[src/rtl/cdb_arbiter.sv]
// cdb_arbiter: per-unit result FIFOs drained one result per cycle onto the CDB in round-robin order.
// Optional CDB_PERF_CNT_EN adds perf_stall_cnt, a saturating count of cycles in which a result waited.
module cdb_arbiter #(
  parameter int unsigned NUM_FU     = 3,
  parameter int unsigned DATA_WIDTH = 32,
  parameter int unsigned PHY_WIDTH  = 6,
  parameter int unsigned ROB_WIDTH  = 5,
  parameter int unsigned FIFO_DEPTH = 2
) (
  input  logic                            clk,
  input  logic                            rst,
  input  logic                            flush,
  input  logic [NUM_FU-1:0]               fu_valid,
  output logic [NUM_FU-1:0]               fu_ready,
  input  logic [NUM_FU*PHY_WIDTH-1:0]     fu_phy_rd,
  input  logic [NUM_FU*DATA_WIDTH-1:0]    fu_data,
  input  logic [NUM_FU*ROB_WIDTH-1:0]     fu_rob_idx,
  output logic                            cdb_valid,
  output logic [PHY_WIDTH-1:0]            cdb_phy_rd,
  output logic [DATA_WIDTH-1:0]           cdb_data,
  output logic [ROB_WIDTH-1:0]            cdb_rob_idx,
  output logic [$clog2(NUM_FU)-1:0]       cdb_fu_id
`ifdef CDB_PERF_CNT_EN
  ,
  output logic [31:0]                     perf_stall_cnt
`endif
);

  localparam int unsigned ID_W  = $clog2(NUM_FU);
  localparam int unsigned PTR_W = $clog2(FIFO_DEPTH);
  localparam int unsigned CNT_W = $clog2(FIFO_DEPTH + 1);
  localparam int unsigned ENT_W = PHY_WIDTH + DATA_WIDTH + ROB_WIDTH;

  logic [NUM_FU-1:0][FIFO_DEPTH-1:0][ENT_W-1:0] mem_q, mem_d;
  logic [NUM_FU-1:0][PTR_W-1:0]                 wr_ptr_q, wr_ptr_d;
  logic [NUM_FU-1:0][PTR_W-1:0]                 rd_ptr_q, rd_ptr_d;
  logic [NUM_FU-1:0][CNT_W-1:0]                 count_q, count_d;
  logic [NUM_FU-1:0]                            ready_q, ready_d;
  logic [ID_W-1:0]                              rr_ptr_q, rr_ptr_d;
  logic                                         cdb_valid_q, cdb_valid_d;
  logic [ENT_W-1:0]                             cdb_ent_q, cdb_ent_d;
  logic [ID_W-1:0]                              cdb_fu_id_q, cdb_fu_id_d;

  logic [NUM_FU-1:0]                            nonempty_c;
  logic                                         grant_vld_c;
  logic [ID_W-1:0]                              grant_id_c;
  logic [ENT_W-1:0]                             head_c;

  always_comb begin
    nonempty_c = '0;
    for (int i = 0; i < int'(NUM_FU); i++) begin
      nonempty_c[i] = (count_q[i] != '0);
    end
  end

  // Round-robin scan: first non-empty FIFO at or above rr_ptr, wrapping modulo NUM_FU.
  always_comb begin
    int unsigned idx;
    idx         = 0;
    grant_vld_c = 1'b0;
    grant_id_c  = '0;
    for (int k = 0; k < int'(NUM_FU); k++) begin
      idx = (32'(rr_ptr_q) + 32'(k)) % NUM_FU;
      if (!grant_vld_c && nonempty_c[ID_W'(idx)]) begin
        grant_vld_c = 1'b1;
        grant_id_c  = ID_W'(idx);
      end
    end
  end

  assign head_c = mem_q[grant_id_c][rd_ptr_q[grant_id_c]];

  always_comb begin
    logic push;
    logic pop;
    push        = 1'b0;
    pop         = 1'b0;
    mem_d       = mem_q;
    wr_ptr_d    = wr_ptr_q;
    rd_ptr_d    = rd_ptr_q;
    count_d     = count_q;
    rr_ptr_d    = rr_ptr_q;
    cdb_valid_d = 1'b0;
    cdb_ent_d   = cdb_ent_q;
    cdb_fu_id_d = cdb_fu_id_q;
    ready_d     = '0;

    for (int i = 0; i < int'(NUM_FU); i++) begin
      push = fu_valid[i] && ready_q[i];
      pop  = grant_vld_c && (grant_id_c == ID_W'(i));
      if (push) begin
        mem_d[i][wr_ptr_q[i]] = {fu_phy_rd[i*PHY_WIDTH +: PHY_WIDTH],
                                 fu_data[i*DATA_WIDTH +: DATA_WIDTH],
                                 fu_rob_idx[i*ROB_WIDTH +: ROB_WIDTH]};
        wr_ptr_d[i] = wr_ptr_q[i] + PTR_W'(1);
      end
      if (pop) begin
        rd_ptr_d[i] = rd_ptr_q[i] + PTR_W'(1);
      end
      if (push && !pop) begin
        count_d[i] = count_q[i] + CNT_W'(1);
      end else if (!push && pop) begin
        count_d[i] = count_q[i] - CNT_W'(1);
      end
    end

    if (grant_vld_c) begin
      cdb_valid_d = 1'b1;
      cdb_ent_d   = head_c;
      cdb_fu_id_d = grant_id_c;
      rr_ptr_d    = (grant_id_c == ID_W'(NUM_FU - 1)) ? '0 : grant_id_c + ID_W'(1);
    end

    // Flush squashes everything, including pushes presented this cycle.
    if (flush) begin
      wr_ptr_d    = '0;
      rd_ptr_d    = '0;
      count_d     = '0;
      rr_ptr_d    = '0;
      cdb_valid_d = 1'b0;
    end

    for (int i = 0; i < int'(NUM_FU); i++) begin
      ready_d[i] = (count_d[i] != CNT_W'(FIFO_DEPTH));
    end
  end

  always_ff @(posedge clk or posedge rst) begin
    if (rst) begin
      mem_q       <= '0;
      wr_ptr_q    <= '0;
      rd_ptr_q    <= '0;
      count_q     <= '0;
      ready_q     <= '1;
      rr_ptr_q    <= '0;
      cdb_valid_q <= 1'b0;
      cdb_ent_q   <= '0;
      cdb_fu_id_q <= '0;
    end else begin
      mem_q       <= mem_d;
      wr_ptr_q    <= wr_ptr_d;
      rd_ptr_q    <= rd_ptr_d;
      count_q     <= count_d;
      ready_q     <= ready_d;
      rr_ptr_q    <= rr_ptr_d;
      cdb_valid_q <= cdb_valid_d;
      cdb_ent_q   <= cdb_ent_d;
      cdb_fu_id_q <= cdb_fu_id_d;
    end
  end

  assign fu_ready                              = ready_q;
  assign cdb_valid                             = cdb_valid_q;
  assign {cdb_phy_rd, cdb_data, cdb_rob_idx}   = cdb_ent_q;
  assign cdb_fu_id                             = cdb_fu_id_q;

`ifdef CDB_PERF_CNT_EN
  logic [31:0] perf_q, perf_d;
  logic        stall_c;

  // A stall is a buffered result passed over, or a unit held off by a full FIFO.
  always_comb begin
    stall_c = |(fu_valid & ~ready_q);
    for (int i = 0; i < int'(NUM_FU); i++) begin
      if (nonempty_c[i] && !(grant_vld_c && (grant_id_c == ID_W'(i)))) begin
        stall_c = 1'b1;
      end
    end
    perf_d = perf_q;
    if (flush) begin
      perf_d = '0;
    end else if (stall_c && (perf_q != '1)) begin
      perf_d = perf_q + 32'd1;
    end
  end

  always_ff @(posedge clk or posedge rst) begin
    if (rst) begin
      perf_q <= '0;
    end else begin
      perf_q <= perf_d;
    end
  end

  assign perf_stall_cnt = perf_q;
`endif

endmodule
[config.mk]
export PLATFORM = sky130hd
export DESIGN_NAME = cdb_arbiter
export DESIGN_NICKNAME = d
export VERILOG_FILES = /design/src/rtl/cdb_arbiter.sv
export SDC_FILE = /design/constraint.sdc
export NUM_CORES = 1
export LEC_CHECK = 0
export ABC_AREA = 0
export ABC_CLOCK_PERIOD_IN_PS = 14360
export CORE_AREA = 2 2 183 185
export DETAILED_ROUTE_END_ITERATION = 10
export DIE_AREA = 0 0 185 187
export GPL_TIMING_DRIVEN = 0
export PLACE_DENSITY = 0.68
export SKIP_CTS_REPAIR_TIMING = 1
export SYNTH_ARGS = -nofsm -noshare
export SYNTH_HDL_FRONTEND = slang
export SYNTH_SLANG_ARGS = --single-unit
[constraint.sdc]
create_clock -name clk -period 14.36 [get_ports clk]
set_input_delay 2.154 -clock clk [delete_from_list [all_inputs] [get_ports clk]]
set_output_delay 2.154 -clock clk [all_outputs]
set_load 0.05 [all_outputs]
# Word-level counts from Yosys, hierarchy flattened

Index checks and enable logic that the tools add are counted.

Flip-flop bits (word level): 321
Input bits: 135
Output and inout port bits: 49

Add/subtract/negate cells: 15
Divide/modulo/power cells: 3
Magnitude comparators: 11
Equal/unequal tests: 5
Multiplexer cells: 47
Reduce and logical (&&, ||, !) cells: 36

Operators with widths:

| cell                                                                      | number |
|---|---|
| 86-bit bitwise mux                                                        | 3 |
| 43-bit 2-to-1 mux                                                         | 5 |
| 86-bit binary-select mux with 2-bit select                                | 1 |
| 43-bit demux with 1-bit select                                            | 3 |
| 86-bit 2-to-1 mux                                                         | 1 |
| 32-bit by 2-bit remainder unit with 32-bit output (second input constant) | 2 |
| 2-bit by 2-bit remainder unit with 32-bit output (second input constant)  | 1 |
| 2-bit 2-to-1 mux                                                          | 12 |
| 2-bit nonzero test                                                        | 10 |
| 1-bit logical AND                                                         | 17 |
| 1-bit 2-to-1 mux                                                          | 15 |
| 2-bit by 3-bit < comparator with 1-bit output (second input constant)     | 4 |
| 2-bit by 1-bit adder with 2-bit output (second input constant)            | 4 |
| 1-bit binary-select mux with 2-bit select                                 | 4 |
| 1-bit zero test                                                           | 8 |
| 1-bit by 2-bit < comparator with 1-bit output (second input constant)     | 4 |
| 1-bit adder (second input constant)                                       | 6 |
| 3-bit 2-to-1 mux                                                          | 2 |
| 6-bit 2-to-1 mux                                                          | 1 |
| 2-bit != test (second input constant)                                     | 3 |
| 2-bit by 1-bit subtractor with 2-bit output (second input constant)       | 3 |
| 2-bit by 1-bit adder with 3-bit output (second input constant)            | 1 |
| 2-bit by 2-bit adder with 3-bit output (second input constant)            | 1 |
| 1-bit >= comparator (second input constant)                               | 3 |
| other kinds (3)                                                           | 3 |

# Logic depth before layout (Yosys ltp)

Word-level depth: 17
Mapped depth: 13

# Worst setup path before layout

No wires, ideal clock.

Path type: input to register
From: in fu_valid[2]
To: reg mem_q[201] (netlist name)
Library setup time: 125 ps
Data arrival time: 3333 ps
Data required time: 14235 ps
Slack: 10903 ps
Stages: 5
Path buffers: 2
Path through: nand2_1 or2_2 clkbuf_1 buf_1 mux2_2

Word-level cells in the longest chain between the ends: 1

Ends and longest elaborated chain:

| item                   | RTL line | text |
|---|---|---|
| start: declaration     | 13       | `input logic [NUM_FU-1:0] fu_valid,` |
| 1-bit logical AND      | 89       | `push = fu_valid[i] && ready_q[i];` |
| end signal: assignment | 140      | `mem_q <= mem_d;` |
| end: declaration       | 34       | `logic [NUM_FU-1:0][FIFO_DEPTH-1:0][ENT_W-1:0] mem_q, mem_d;` |

No other way between the ends.
A chain may end at the register's enable or synchronous reset.

# Worst setup path in the final report

From: in fu_valid[0]
To: reg mem_q[9] (netlist name)

Same word-level chain as after synthesis.

==> summary.txt <==
Power
  – Pwr dens: 294 mW/mm^2
  – Maximum VDD drop: 139 uV
  – Total power: 5.31 mW
  – Cell leakage power: 7.70 nW

Synth
  – Top-count cell post-synth: dfrtp_1
  – Avg Cell Area, Syn: 13.6 um^2
  – Distinct cells, synth: 47
  – XOR/XNOR Fraction of Synth Area: 0.423%
  – Predominant post-synthesis flop cell: dfrtp_1
  – Post-Synthesis Cells: 1069
  – EDFF count, synth: 0
  – Sequential area share after synthesis: 55.4%
  – Main combinational cell family by area after synthesis: multiplexers
  – Synthesis Warnings: 0
  – Post-synth top area share: 54.9%
  – Syn nets: 1212
  – Post-synthesis compound-gate area fraction: 10.0%
  – Synth top area cells: dfrtp_1 55%, mux2_2 20%, mux2i_1 6.1%
  – FF+latch count, synth: 321
  – Post-synthesis adder-cell area fraction: 0.690%
  – Leading post-synthesis cells by instance count: 318 x dfrtp_1, 259 x mux2_2, 97 x nor2_1, 88 x mux2i_1, 50 x a211oi_1
  – Mapped Area: 0.0145 mm^2
  – FFs w/ async S/R, synth: 100%
  – Synth area leader: dfrtp_1
  – Post-synthesis simple-gate area fraction: 4.01%
  – Post-synthesis mux area share: 26.7%

Die
  – Initial core utilization: 44.1%
  – Boundary Pins: 184
  – Die height: 187 um
  – Core Area: 0.0329 mm^2
  – Die area: 0.0346 mm^2
  – Std-Cell Rows: 67
  – Die width: 185 um

Route
  – Total iterations of the first detailed-routing run: 5
  – Routed WL: 37.6 mm
  – Final ANT Viol Nets: 0
  – Drt initial violations: 618
  – Routed via count: 9587
  – WL/cell: 21.3 um
  – Via density: 5.44
  – # DRC: 0

Setup path
  – Crit-path max FO: 10
  – End of the worst register-to-register path: cdb_ent_q[12]
  – Worst r2r src: rr_ptr_q[0]
  – R2R setup slack: 10.84 ns
  – R2r worst-path depth: 11
  – WP data required: 14.75 ns
  – CP endpoint kind: flop
  – Element type at the critical path start: input pin
  – Critical path data arrival time: 4.56 ns
  – CP startpoint: fu_valid[0]
  – WS Path Type: in2reg

STA
  – Slew headroom: 39.1%
  – Tmin final: 4.16 ns
  – RSZ-0062 raised after global routing: no
  – Finish-stage setup viols: 0
  – Final Cycle Share: 29.0%
  – Final Hold Vio Count: 0
  – Max-slew violations: 0
  – Worst-Margin Slew: 0.914 ns
  – Clk_skew: 0.0119 ns
  – Fmax: 240 MHz

Place
  – HPWL after detailed placement: 25.7 mm
  – Placer Congestion: 0.755
  – Placed inst area: 0.0170 mm^2
  – Buffers on Ports: 183

Min path
  – WHS Path Cells: 1
  – Min-delay worst type: reg2reg
  – Hold Path Origin: cdb_fu_id[0]
  – WHS Endpoint: cdb_fu_id[0]

Clock network
  – Later-pin clock latency in the skew report: 0.52 ns
  – H-tree Lvls: 2
  – CTS tree: yes
  – Clock-pin slew on the worst setup and hold paths: 0.06 ns
  – CTS sink cnt: 321
  – Total CTS buffers: 35
  – Root Driver: clkbuf_16
  – Bufs on Longest Clock Path: 3

Layout
  – Share of cells above drive strength 1: 30.1%
  – Post-route cell area: 0.0181 mm^2
  – Filler instances: 2827
  – Area Overhead vs Synth: 24.7%
  – Nets@finish: 1436

Flow run
  – # Max-Cap Violations: 0

GRT
  – First-pass GRT wire length: 58.6 mm
  – Vias in the first global route: 10198
  – Largest net degree at the start of global routing: 113
  – Total track usage: 22.1%
  – Total congestion overflow: 0
  – Initial antenna violation count: 4

Status
  – Status: finished clean
## critical path: stages
cell and delay [ns]:
clkdlybuf4s50_1 0.49, nand2_1 0.15, or2_2 0.12, clkbuf_1 0.53, buf_1 0.70, mux2_2 0.42
## worst max-delay path by stage
| stage | endpoint | slack (ns) | depth (start not counted) |
|---|---|---|---|
| 6_report | mem_q[9] | 10.20 | 6 |
| 4_1_cts | mem_q[9] | 10.19 | 6 |
| 2_1_floorplan | cdb_ent_q[0] | 3.33 | 1 |
| 3_3_place_gp | mem_q[117] | -0.57 | 2 |
| 3_5_place_dp | mem_q[9] | 9.66 | 6 |
| 5_1_grt | mem_q[9] | 10.09 | 6 |
## per-stage QoR
stage / hold slack, ns / TNS, ns / util (%) / cells / worst slack, ns
2_1_floorplan: 0.476 / 0 / - / 1069 / 3.33
3_3_place_gp: 0.469 / -173.63 / 51.4 / 1700 / -0.574
3_5_place_dp: 0.480 / 0 / 51.7 / 1703 / 9.66
4_1_cts: 0.494 / 0 / 55.0 / 1760 / 10.19
5_1_grt: 0.509 / 0 / 55.0 / 1762 / 10.09
6_report: 0.489 / 0 / 55.0 / 1763 / 10.20
## layer usage
metal | global-route usage [%] | vias to the layer above | share of wire [%] | wire, um
li1 | - | 4354 | - | -
met5 | 0 | - | 0.072 | 27
met2 | 36.0 | 241 | 48 | 17900
met1 | 30.8 | 4927 | 45 | 17000
met4 | 5.62 | 4 | 2.1 | 807
met3 | 3.89 | 61 | 5.0 | 1870
## report_power, final
| group | total, mW | switching [mW] | leakage (nW) | internal [mW] |
|---|---|---|---|---|
| sequential | 1.57 | 0.228 | 3.80 | 1.34 |
| clock | 0.871 | 0.360 | 0.543 | 0.512 |
| combinational | 2.87 | 1.64 | 3.36 | 1.22 |
## state kept, by name (all words and copies together), names as in the netlist
register	cells
mem_q	258
cdb_fu_id	2
count_q	6
rr_ptr_q	2
wr_ptr_q	3
fu_ready	3
cdb_valid	1
cdb_ent_q	43
rd_ptr_q	3
## logic make-up (layout without fill, tap and decap cells)
logic type,Yosys count,count (layout)
buf+inv,85,329
flops,321,321
mux,352,352
compound gates,159,159
other cells,0,2
xor+xnor,7,7
simple gates,137,137
fa+ha+maj,8,8
## cell type report
class	instances	area, um^2	area share, %
inverter	10	45.0	0.249
buffer	75	358	1.98
timing repair buffer	187	1920	10.6
tap	448	561	3.10
clock buffer	50	1020	5.65
clock inverter	7	71.3	0.394
multi-input combinational	663	6070	33.6
antenna	2	5.00	0.0277
sequential	321	8040	44.4
## layout by cell type (no fill, tap or decap), drive strengths merged, types with 4 or more instances in the layout
master / netlist / final
nor2: 98 / 98
a211oi: 90 / 90
a21oi: 12 / 12
dfrtp: 318 / 318
clkdlybuf4s50: 0 / 183
a211o: 43 / 43
mux2: 263 / 263
clkbuf: 41 / 91
nand2: 15 / 15
nand3: 7 / 7
mux2i: 89 / 89
inv: 10 / 13
xnor2: 4 / 4
ha: 8 / 8
buf: 34 / 38
or2: 4 / 4
No activity file was read; power rests on OpenSTA's default activity.
